### config.mk
export PLATFORM = sky130hd
export DESIGN_NAME = counter_ctrl
export DESIGN_NICKNAME = d
export VERILOG_FILES = /design/src/rtl/counter_ctrl_pkg.sv /design/src/rtl/counter_ctrl_stall.sv /design/src/rtl/counter_ctrl.sv
export SDC_FILE = /design/constraint.sdc
export NUM_CORES = 1
export LEC_CHECK = 0
export CAP_MARGIN = 10
export CORE_MARGIN = 2
export CORE_UTILIZATION = 40
export CTS_CLUSTER_SIZE = 16
export DETAILED_ROUTE_END_ITERATION = 8
export GPL_ROUTABILITY_DRIVEN = 1
export PLACE_DENSITY = 0.77
export SLEW_MARGIN = 20
export SYNTH_ARGS = -nofsm -noshare
export SYNTH_HDL_FRONTEND = slang
export SYNTH_SLANG_ARGS = --single-unit
### constraint.sdc
create_clock -name clk -period 1.8 [get_ports clk]
set_input_delay 0.27 -clock clk [delete_from_list [all_inputs] [get_ports clk]]
set_output_delay 0.27 -clock clk [all_outputs]
set_load 0.02 [all_outputs]
### src/rtl/counter_ctrl_pkg.sv
// Shared types and default sizes for the counter_ctrl sequencing controller.
// The optional stall monitor is selected with the COUNTER_CTRL_STALL_EN macro.
package counter_ctrl_pkg;

    localparam int CC_WIDTH       = 8;
    localparam int CC_OVF_WIDTH   = 4;
    localparam int CC_STALL_LIMIT = 16;

    typedef enum logic [2:0] {
        S_IDLE  = 3'd0,
        S_CLEAR = 3'd1,
        S_RUN   = 3'd2,
        S_HOLD  = 3'd3,
        S_DONE  = 3'd4
    } cc_state_t;

endpackage

### src/rtl/counter_ctrl_stall.sv
// stall_monitor: flags when the counter value has not changed for STALL_LIMIT
// consecutive qualified (run_i) cycles. Only instantiated under COUNTER_CTRL_STALL_EN.
module stall_monitor
    import counter_ctrl_pkg::*;
#(
    parameter int WIDTH       = CC_WIDTH,
    parameter int STALL_LIMIT = CC_STALL_LIMIT
) (
    input  logic             clk,
    input  logic             Reset,
    input  logic [WIDTH-1:0] counter_i,
    input  logic             run_i,
    output logic             stall_o
);

    localparam int CW = $clog2(STALL_LIMIT + 1);

    logic [WIDTH-1:0] last_q;
    logic [CW-1:0]    same_q;
    logic [CW-1:0]    same_d;

    // same_d counts the current cycle: the first qualified cycle is 1, so the
    // STALL_LIMIT-th consecutive unchanged cycle raises stall_o.
    always_comb begin
        same_d = '0;
        if (run_i) begin
            if ((same_q != '0) && (counter_i == last_q)) begin
                same_d = (same_q == CW'(STALL_LIMIT)) ? same_q : same_q + CW'(1);
            end else begin
                same_d = CW'(1);
            end
        end
    end

    assign stall_o = run_i && (same_d == CW'(STALL_LIMIT));

    always_ff @(posedge clk) begin
        if (!Reset) begin
            last_q <= '0;
            same_q <= '0;
        end else begin
            last_q <= counter_i;
            same_q <= same_d;
        end
    end

endmodule

### src/rtl/counter_ctrl.sv
// counter_ctrl: start/stop/clear sequencer for the 8-bit counter block, with an
// overflow tally and an optional stall monitor (macro COUNTER_CTRL_STALL_EN).
module counter_ctrl
    import counter_ctrl_pkg::*;
#(
    parameter int WIDTH       = CC_WIDTH,
    parameter int OVF_WIDTH   = CC_OVF_WIDTH,
    parameter int STALL_LIMIT = CC_STALL_LIMIT
) (
    input  logic                 clk,
    input  logic                 Reset,
    input  logic                 start,
    input  logic                 stop,
    input  logic                 clr_req,
    input  logic [WIDTH-1:0]     target,
    input  logic [WIDTH-1:0]     counter,
    input  logic                 OV,
    output logic                 EN,
    output logic                 CLR,
    output logic                 busy,
    output logic                 done,
    output logic [OVF_WIDTH-1:0] ovf_count,
    output logic                 err
);

    cc_state_t            state_q, state_d;
    logic                 run_after_clr_q, run_after_clr_d;
    logic                 launch;
    logic [WIDTH-1:0]     tgt_q;
    logic [OVF_WIDTH-1:0] ovf_q;
    logic                 stall;
    logic                 stall_hit;
    logic                 at_last;

    // The counter increments on the edge that leaves RUN, so stop one short.
    assign at_last   = (counter == tgt_q - WIDTH'(1));
    assign stall_hit = (state_q == S_RUN) && stall && !clr_req;

    // NOTE: Reset is synchronous; it only takes effect on a clk edge.
    always_ff @(posedge clk) begin
        if (!Reset) begin
            state_q         <= S_IDLE;
            run_after_clr_q <= 1'b0;
        end else begin
            state_q         <= state_d;
            run_after_clr_q <= run_after_clr_d;
        end
    end

    // NOTE: every output of a comb block gets a default first, so no path infers a latch.
    always_comb begin
        state_d         = state_q;
        run_after_clr_d = run_after_clr_q;
        launch          = 1'b0;
        case (state_q)
            S_IDLE: begin
                if (clr_req) begin
                    state_d         = S_CLEAR;
                    run_after_clr_d = 1'b0;
                end else if (start) begin
                    state_d         = S_CLEAR;
                    run_after_clr_d = 1'b1;
                    launch          = 1'b1;
                end
            end
            S_CLEAR: state_d = (run_after_clr_q && !clr_req) ? S_RUN : S_IDLE;
            S_RUN: begin
                if (clr_req) begin
                    state_d         = S_CLEAR;
                    run_after_clr_d = 1'b0;
                end else if (stall || at_last) begin
                    state_d = S_DONE;
                end else if (stop) begin
                    state_d = S_HOLD;
                end
            end
            S_HOLD: begin
                if (clr_req) begin
                    state_d         = S_CLEAR;
                    run_after_clr_d = 1'b0;
                end else if (start) begin
                    state_d = S_RUN;
                end
            end
            S_DONE: begin
                if (clr_req) begin
                    state_d         = S_CLEAR;
                    run_after_clr_d = 1'b0;
                end else begin
                    state_d = S_IDLE;
                end
            end
            default: state_d = S_IDLE;
        endcase
    end

    always_comb begin
        EN   = 1'b0;
        CLR  = 1'b0;
        busy = 1'b0;
        done = 1'b0;
        case (state_q)
            S_CLEAR: begin
                CLR  = 1'b1;
                busy = 1'b1;
            end
            S_RUN: begin
                EN   = 1'b1;
                busy = 1'b1;
            end
            S_HOLD:  busy = 1'b1;
            S_DONE:  done = 1'b1;
            default: ;
        endcase
    end

    // OV trails the wrapping increment by a cycle, hence DONE also counts.
    always_ff @(posedge clk) begin
        if (!Reset) begin
            tgt_q <= '0;
            ovf_q <= '0;
        end else if (launch) begin
            tgt_q <= target;
            ovf_q <= '0;
        end else if (OV && ((state_q == S_RUN) || (state_q == S_DONE)) && (ovf_q != '1)) begin
            ovf_q <= ovf_q + OVF_WIDTH'(1);
        end
    end

    assign ovf_count = ovf_q;

`ifdef COUNTER_CTRL_STALL_EN
    logic err_q;

    stall_monitor #(
        .WIDTH      (WIDTH),
        .STALL_LIMIT(STALL_LIMIT)
    ) u_stall (
        .clk      (clk),
        .Reset    (Reset),
        .counter_i(counter),
        .run_i    (state_q == S_RUN),
        .stall_o  (stall)
    );

    always_ff @(posedge clk) begin
        if (!Reset) begin
            err_q <= 1'b0;
        end else if (launch) begin
            err_q <= 1'b0;
        end else if (stall_hit) begin
            err_q <= 1'b1;
        end
    end

    assign err = err_q;
`else
    logic unused_stall_limit;

    assign stall              = 1'b0;
    assign unused_stall_limit = |STALL_LIMIT;
    assign err                = stall_hit;
`endif

endmodule
==> impl_metrics.tcl, run 1 <==
set metrics [dict create \
    worst_path_largest_cell_delay_ns 0.38 \
    row_count 18 \
    fp.dieW_um 55.3 \
    post-place-ws_ns -0.284 \
    ctsLongestPathBuffers 2 \
    critical-path-top-delay-family "simple AND/OR/NAND/NOR gates" \
    placed_cell_area_um2 1460 \
    fmax_mhz 547 \
    wirelength_mm 2.88 \
    hold_ws_ns 0.537 \
    drc_errors 0 \
    syn_avg_cell_area_um2 8.10 \
    holdPathStages 3 \
    ff_latch_area_um2 328 \
    cts.htree.levels 1 \
    synth.ff_latch_count 16 \
    finish.utilization_pct 64.1 \
    clk_root_buffer_cell "sky130_fd_sc_hd__clkbuf_4" \
    initial_antenna_violation_count 0 \
    fillers 217 \
    final.period_utilization_pct 102 \
    finalWorstSetupSlack_ns -0.0274 \
    hpwlAfterDp_mm 2.03 \
    warnings_from_yosys 0 \
    max_cap_viol_count 0 \
    multi_input_comb_area_um2 753 \
    num_io_pins 31 \
    setup-tns-final_ns -0.0274 \
    tritoncts_buffers 3 \
    synth.area.mux_share_pct 2.85 \
    mapped_cells 130 \
    detail_route.first_pass.iterations 4 \
    crit_path_max_fanout 5 \
    numPortBuffers 29 \
    clk-insertion-delay-late_ns 0.29 \
    final-instance-count-excl-fill 204 \
    cp_slowest_cell "sky130_fd_sc_hd__dfxtp_1" \
    postCtsHoldBufs 0 \
    coreArea_um2 2480 \
    grt_first_pass_wirelength_mm 4.76 \
    post_synth_fa_ha_maj_area_fraction_pct 2.38 \
    route.detailed.vias_per_inst 5.26 \
    final_antenna_net_count 0 \
    syn_area_um2 1050 \
    placedCellCount 196 \
    vias 1074 \
    synth_simple_gate_area_share_pct 26.4 \
    yosys.cell_types.count 38 \
    cp.buffers_inverters 1 \
    status "complete, but fails checks" \
    combinational_family_with_the_most_area_after_synthesis "simple AND/OR/NAND/NOR gates" \
    finish.instance_area_um2 1590 \
    crit_required_ns 2.03 \
    portion_of_the_post_synthesis_area_used_by_sequential_elements_pct 30.4 \
    cts.reportedPaths.clkPinSlew_ns 0.10 \
    dieArea_um2 3060 \
    crit_path_cell_trace "nor3_4, nand4_1, o211a_1, a2111oi_4, buf_4, and4_1" \
    largest_net_degree_at_the_start_of_global_routing 18 \
    num_antenna_cells 0 \
    tritoncts "yes" \
    area_growth_from_synthesis_to_layout_pct 50.7 \
    final-hold-violation-count 0 \
    start_util_pct 42.5 \
    reg2regPathDepth 6 \
    power_leakage_nw 0.625 \
    vias_in_the_first_global_route 1132 \
    synthesis.nets 154 \
    timing.setup.critical_path_class "flop to flop" \
    finalSetupViolations 1 \
    gp_congestion 0.873 \
    starting_drt_drc_count 24 \
    grt_usage_pct 19.0 \
    cts.sink_count 16 \
    design.final.nets 199 \
    drv_slew 0 \
    final.min_clock_period_ns 1.83 \
    post_synth_xor_area_fraction_pct 9.98 \
    hold_class "input port to flop" \
    worst_case_vdd_ir_drop_v 0.000378 \
    avgRoutedWirePerCell_um 14.1 \
    worst-endpoint-arrival_ns 2.06 \
    power_density_nw_per_um2 557 \
    die_h_um 55.3 \
    violations "setup timing" \
    rsz0062_at_grt "true" \
    fin_total_pwr_mw 0.885 \
    critical_path.endpoint_type "flop" \
    type_of_origin_of_the_critical_path "flop" \
    fraction_of_the_mapped_netlist_area_in_compound_gates_pct 24.0 \
    gr-total-overflow 0 \
    finalClockSkew_ns 0.00727 \
    cp.depth 6 \
    post_route_cells_drive_above_1_share_pct 23.0 \
]
layer usage:
metal | vias to the layer above | routed length, um | GRT usage, %
met5 | - | 0 | 0
met4 | 0 | 68 | 8.01
met3 | 6 | 127 | 3.28
met2 | 37 | 1460 | 34.2
met1 | 484 | 1230 | 21.9
li1 | 547 | - | -
state kept, by name (all words and copies together), names as in the netlist:
name             cells
ovf_count            4
run_after_clr_q      1
tgt_q                8
state_q              3
tightest hold or removal path: stages:
cell and delay (ns):
sky130_fd_sc_hd__clkdlybuf4s50_1 0.40, sky130_fd_sc_hd__nand2_1 0.05, sky130_fd_sc_hd__a21boi_0 0.06
final timing paths:
path	start	end	slack [ns]
setup / recovery	tgt_q[4]$_SDFFE_PN0P_	state_q[2]$_SDFFE_PN0P_	-0.03
hold reg to reg	ovf_count[3]$_SDFFE_PP0P_	ovf_count[3]$_SDFFE_PP0P_	0.54
hold / removal	target[2]	tgt_q[2]$_SDFFE_PN0P_	0.54
setup reg to reg	tgt_q[4]$_SDFFE_PN0P_	state_q[2]$_SDFFE_PN0P_	-0.03
placed cells by master (no fill, tap or decap), types with 3 or more instances in the layout:
master                            count
sky130_fd_sc_hd__nor2_1               9
sky130_fd_sc_hd__xor2_1               8
sky130_fd_sc_hd__a21boi_0             9
sky130_fd_sc_hd__nand2b_1             3
sky130_fd_sc_hd__nand3_1              4
sky130_fd_sc_hd__clkbuf_4             3
sky130_fd_sc_hd__dlygate4sd2_1        6
sky130_fd_sc_hd__nor3b_1              4
sky130_fd_sc_hd__buf_4               16
sky130_fd_sc_hd__clkdlybuf4s50_1     23
sky130_fd_sc_hd__dfxtp_1             10
sky130_fd_sc_hd__xnor2_1              3
sky130_fd_sc_hd__a21oi_1              4
sky130_fd_sc_hd__mux2i_1              3
sky130_fd_sc_hd__nor2b_1              3
sky130_fd_sc_hd__o21ai_0             12
sky130_fd_sc_hd__nand2_1             14
sky130_fd_sc_hd__dfxtp_2              6
report_power, final:
part / internal [mW] / switching, mW / leakage, nW / total [mW]
registers: 0.368 / 0.0159 / 0.133 / 0.383
logic: 0.144 / 0.116 / 0.472 / 0.260
clock network: 0.123 / 0.118 / 0.0210 / 0.241
synthesized netlist by cell type:
cell | count | area (um^2)
sky130_fd_sc_hd__and2_1 | 1 | 6.26
sky130_fd_sc_hd__a21oi_1 | 4 | 20.0
sky130_fd_sc_hd__o211ai_1 | 1 | 7.51
sky130_fd_sc_hd__nor2b_1 | 3 | 18.8
sky130_fd_sc_hd__buf_4 | 1 | 7.51
sky130_fd_sc_hd__xor2_1 | 8 | 70.1
sky130_fd_sc_hd__o21a_1 | 1 | 7.51
sky130_fd_sc_hd__o21bai_1 | 2 | 15.0
sky130_fd_sc_hd__nand3_1 | 5 | 25.0
sky130_fd_sc_hd__nor3b_1 | 4 | 30.0
sky130_fd_sc_hd__nand2_1 | 14 | 52.6
sky130_fd_sc_hd__and4_1 | 1 | 8.76
sky130_fd_sc_hd__o211a_1 | 1 | 10.0
sky130_fd_sc_hd__a2111oi_4 | 1 | 27.5
sky130_fd_sc_hd__nand4b_1 | 2 | 17.5
sky130_fd_sc_hd__mux2i_1 | 3 | 30.0
sky130_fd_sc_hd__a221oi_1 | 1 | 8.76
sky130_fd_sc_hd__clkbuf_1 | 5 | 18.8
sky130_fd_sc_hd__nand4_1 | 2 | 12.5
sky130_fd_sc_hd__a41oi_1 | 1 | 8.76
sky130_fd_sc_hd__or2_1 | 1 | 6.26
sky130_fd_sc_hd__or3_1 | 1 | 6.26
sky130_fd_sc_hd__and4b_1 | 1 | 10.0
sky130_fd_sc_hd__a221o_1 | 1 | 10.0
sky130_fd_sc_hd__nor3_1 | 2 | 10.0
sky130_fd_sc_hd__ha_1 | 2 | 25.0
sky130_fd_sc_hd__a21boi_0 | 9 | 67.6
sky130_fd_sc_hd__nor3_2 | 1 | 10.0
sky130_fd_sc_hd__o21ai_0 | 12 | 60.1
sky130_fd_sc_hd__nor2_1 | 10 | 37.5
sky130_fd_sc_hd__nand3b_1 | 1 | 7.51
sky130_fd_sc_hd__buf_2 | 1 | 5.00
sky130_fd_sc_hd__conb_1 | 1 | 3.75
sky130_fd_sc_hd__nand2b_1 | 3 | 18.8
sky130_fd_sc_hd__inv_1 | 2 | 7.51
sky130_fd_sc_hd__dfxtp_1 | 16 | 320
sky130_fd_sc_hd__xnor2_1 | 4 | 35.0
sky130_fd_sc_hd__o21ba_1 | 1 | 10.0
kinds of logic after synthesis:
kind of cell / Yosys count
adder cells (fa/ha/maj): 2
XOR/XNOR: 12
AO/OA/AOI/OAI: 35
multiplexers: 3
flip-flops: 16
AND/OR/NAND/NOR: 52
other: 1
buffers and inverters: 9
what timing repair did:
item,in CTS,in global routing
setup endpoints to repair,6,2
gates resized for setup,20,6
setup buffers,1,3
pin swaps,4,4
cell type report:
type / instances / share of cell area, %
timing repair buffer: 47 / 26.8
inverter: 2 / 0.473
tap: 30 / 2.36
multi-input combinational: 105 / 47.4
sequential: 16 / 20.6
clock buffer: 4 / 2.29
No activity file was read; power rests on OpenSTA's default activity.
==> run 2: changes to the inputs <==
TNS_END_PERCENT = 5   (was default)
==> impl_metrics.tcl, run 2 (synthesis gave the netlist of run 1 again) <==
set metrics [dict create \
    cts.htree.levels 1 \
    most_flops_register "tgt_q" \
    hold_class "input port to flop" \
    tritoncts "yes" \
    gr-total-overflow 0 \
    worst_case_vdd_ir_drop_v 0.000376 \
    design.final.nets 198 \
    starting_drt_drc_count 32 \
    fp.dieW_um 55.3 \
    num_antenna_cells 0 \
    crit_path_cell_trace "inv_2, ha_4, buf_6, nand3_2, a221oi_2, a41oi_2, a2111oi_4, buf_4, and4_1" \
    vias 1072 \
    die_h_um 55.3 \
    initial_antenna_violation_count 0 \
    route.detailed.vias_per_inst 5.28 \
    worst_path_largest_cell_delay_ns 0.35 \
    final_cell_mix "sky130_fd_sc_hd__clkdlybuf4s50_1 (24), sky130_fd_sc_hd__buf_4 (16), sky130_fd_sc_hd__nand2_1 (14), sky130_fd_sc_hd__o21ai_0 (12), sky130_fd_sc_hd__dfxtp_1 (10)" \
    avgRoutedWirePerCell_um 13.8 \
    power.internal_mw 0.629 \
    fmax_mhz 532 \
    largest_register_ffs 8 \
    fillers 222 \
    cp.buffers_inverters 3 \
    critical-path-top-delay-family "compound AO/OA/AOI/OAI gates" \
    final.period_utilization_pct 104 \
    max_cap_viol_count 0 \
    rsz0062_at_grt "true" \
    holdPathStages 3 \
    largest_net_degree_at_the_start_of_global_routing 18 \
    final.min_clock_period_ns 1.88 \
    post_route_cells_drive_above_1_share_pct 21.4 \
    vias_in_the_first_global_route 1069 \
    start_util_pct 42.5 \
    coreArea_um2 2480 \
    grt_usage_pct 18.1 \
    num_io_pins 31 \
    finalWorstSetupSlack_ns -0.0792 \
    cp_slowest_cell "sky130_fd_sc_hd__a2111oi_4" \
    drc_errors 0 \
    crit_path_max_fanout 3 \
    p_comb_share_pct 28.7 \
    row_count 18 \
    power.share.switching_pct 28.2 \
    tritoncts_buffers 3 \
    worst-endpoint-arrival_ns 2.11 \
    critical_path.endpoint_type "flop" \
    power_frac_seq_pct 43.7 \
    hpwlAfterDp_mm 2.03 \
    power.clock.fraction_pct 27.7 \
    postCtsHoldBufs 0 \
    final-hold-violation-count 0 \
    power_switching_mw 0.247 \
    power_leakage_nw 0.619 \
    final_antenna_net_count 0 \
    timing.setup.critical_path_class "flop to flop" \
    finalClockSkew_ns 0.00626 \
    cp.depth 9 \
    ctsLongestPathBuffers 2 \
    finalSetupViolations 3 \
    violations "setup timing" \
    finish.utilization_pct 63.3 \
    grt_first_pass_wirelength_mm 4.55 \
    clk-insertion-delay-late_ns 0.29 \
    status "complete, but fails checks" \
    area_growth_from_synthesis_to_layout_pct 48.9 \
    most_common_cell_after_layout_fill_and_taps_aside "sky130_fd_sc_hd__clkdlybuf4s50_1" \
    cts.sink_count 16 \
    drv_slew 0 \
    type_of_origin_of_the_critical_path "flop" \
    wirelength_mm 2.80 \
    crit_required_ns 2.03 \
    reg2regPathDepth 9 \
    power_density_nw_per_um2 558 \
    dieArea_um2 3060 \
    hold_ws_ns 0.537 \
    numPortBuffers 29 \
    detail_route.first_pass.iterations 4 \
    cts.reportedPaths.clkPinSlew_ns 0.10 \
    gp_congestion 0.873 \
    clk_root_buffer_cell "sky130_fd_sc_hd__clkbuf_4" \
]
run 2: repair_timing:
action / CTS / global route
setup endpoints to repair: 6 / 3
gates cloned: 0 / 0
resized for setup: 5 / 17
hold endpoints to repair: 0 / 0
pin swaps: 0 / 5
buffers inserted: 0 / 3
run 2: stage by stage:
step | total power, mW | cells | TNS (ns) | instance area, um^2 | worst slack, ns
5_1_grt | 0.929 | 203 | -0.328 | 1570 | -0.133
2_1_floorplan | 0.507 | 130 | 0 | 1050 | 0.0621
6_report | 0.876 | 203 | -0.0978 | 1570 | -0.0792
3_5_place_dp | 0.617 | 196 | -0.814 | 1460 | -0.284
3_3_place_gp | 0.607 | 196 | -0.579 | 1460 | -0.200
4_1_cts | 0.857 | 200 | -0.0719 | 1490 | -0.0582
run 2: power by group through the flow:
stage	Clock [mW]	Sequential, mW	Combinational, mW
final	0.242	0.382	0.251
after global routing	0.271	0.386	0.273
after CTS	0.250	0.379	0.227
after detailed placement	0	0.387	0.229
after global placement	0	0.387	0.220
after floorplan	0	0.384	0.123
run 2: path summary, 6_finish.rpt:
check,to,startpoint,slack (ns)
max,state_q[2]$_SDFFE_PN0P_,tgt_q[1]$_SDFFE_PN0P_,-0.08
max reg2reg,state_q[2]$_SDFFE_PN0P_,tgt_q[1]$_SDFFE_PN0P_,-0.08
min,tgt_q[2]$_SDFFE_PN0P_,target[2],0.54
min reg2reg,tgt_q[5]$_SDFFE_PN0P_,tgt_q[5]$_SDFFE_PN0P_,0.54
run 2: layout make-up:
class	count	area [um^2]	share of cell area (%)
clock buffer	4	36.3	2.31
inverter	2	7.51	0.478
tap	30	37.5	2.39
multi-input combinational	105	741	47.2
timing repair buffer	46	419	26.7
sequential	16	328	20.9
run 2: worst min-delay path: cells and delay by family:
family	cells	cell delay, ns
buffers and inverters	1	0.40
AO/OA/AOI/OAI	1	0.06
AND/OR/NAND/NOR	1	0.05
run 2: layer usage:
metal | track usage [%] | part of all wire, %
met1 | 22.0 | 44
met2 | 30.8 | 48
met3 | 3.28 | 5.1
met4 | 8.01 | 2.9
met5 | 0 | 0
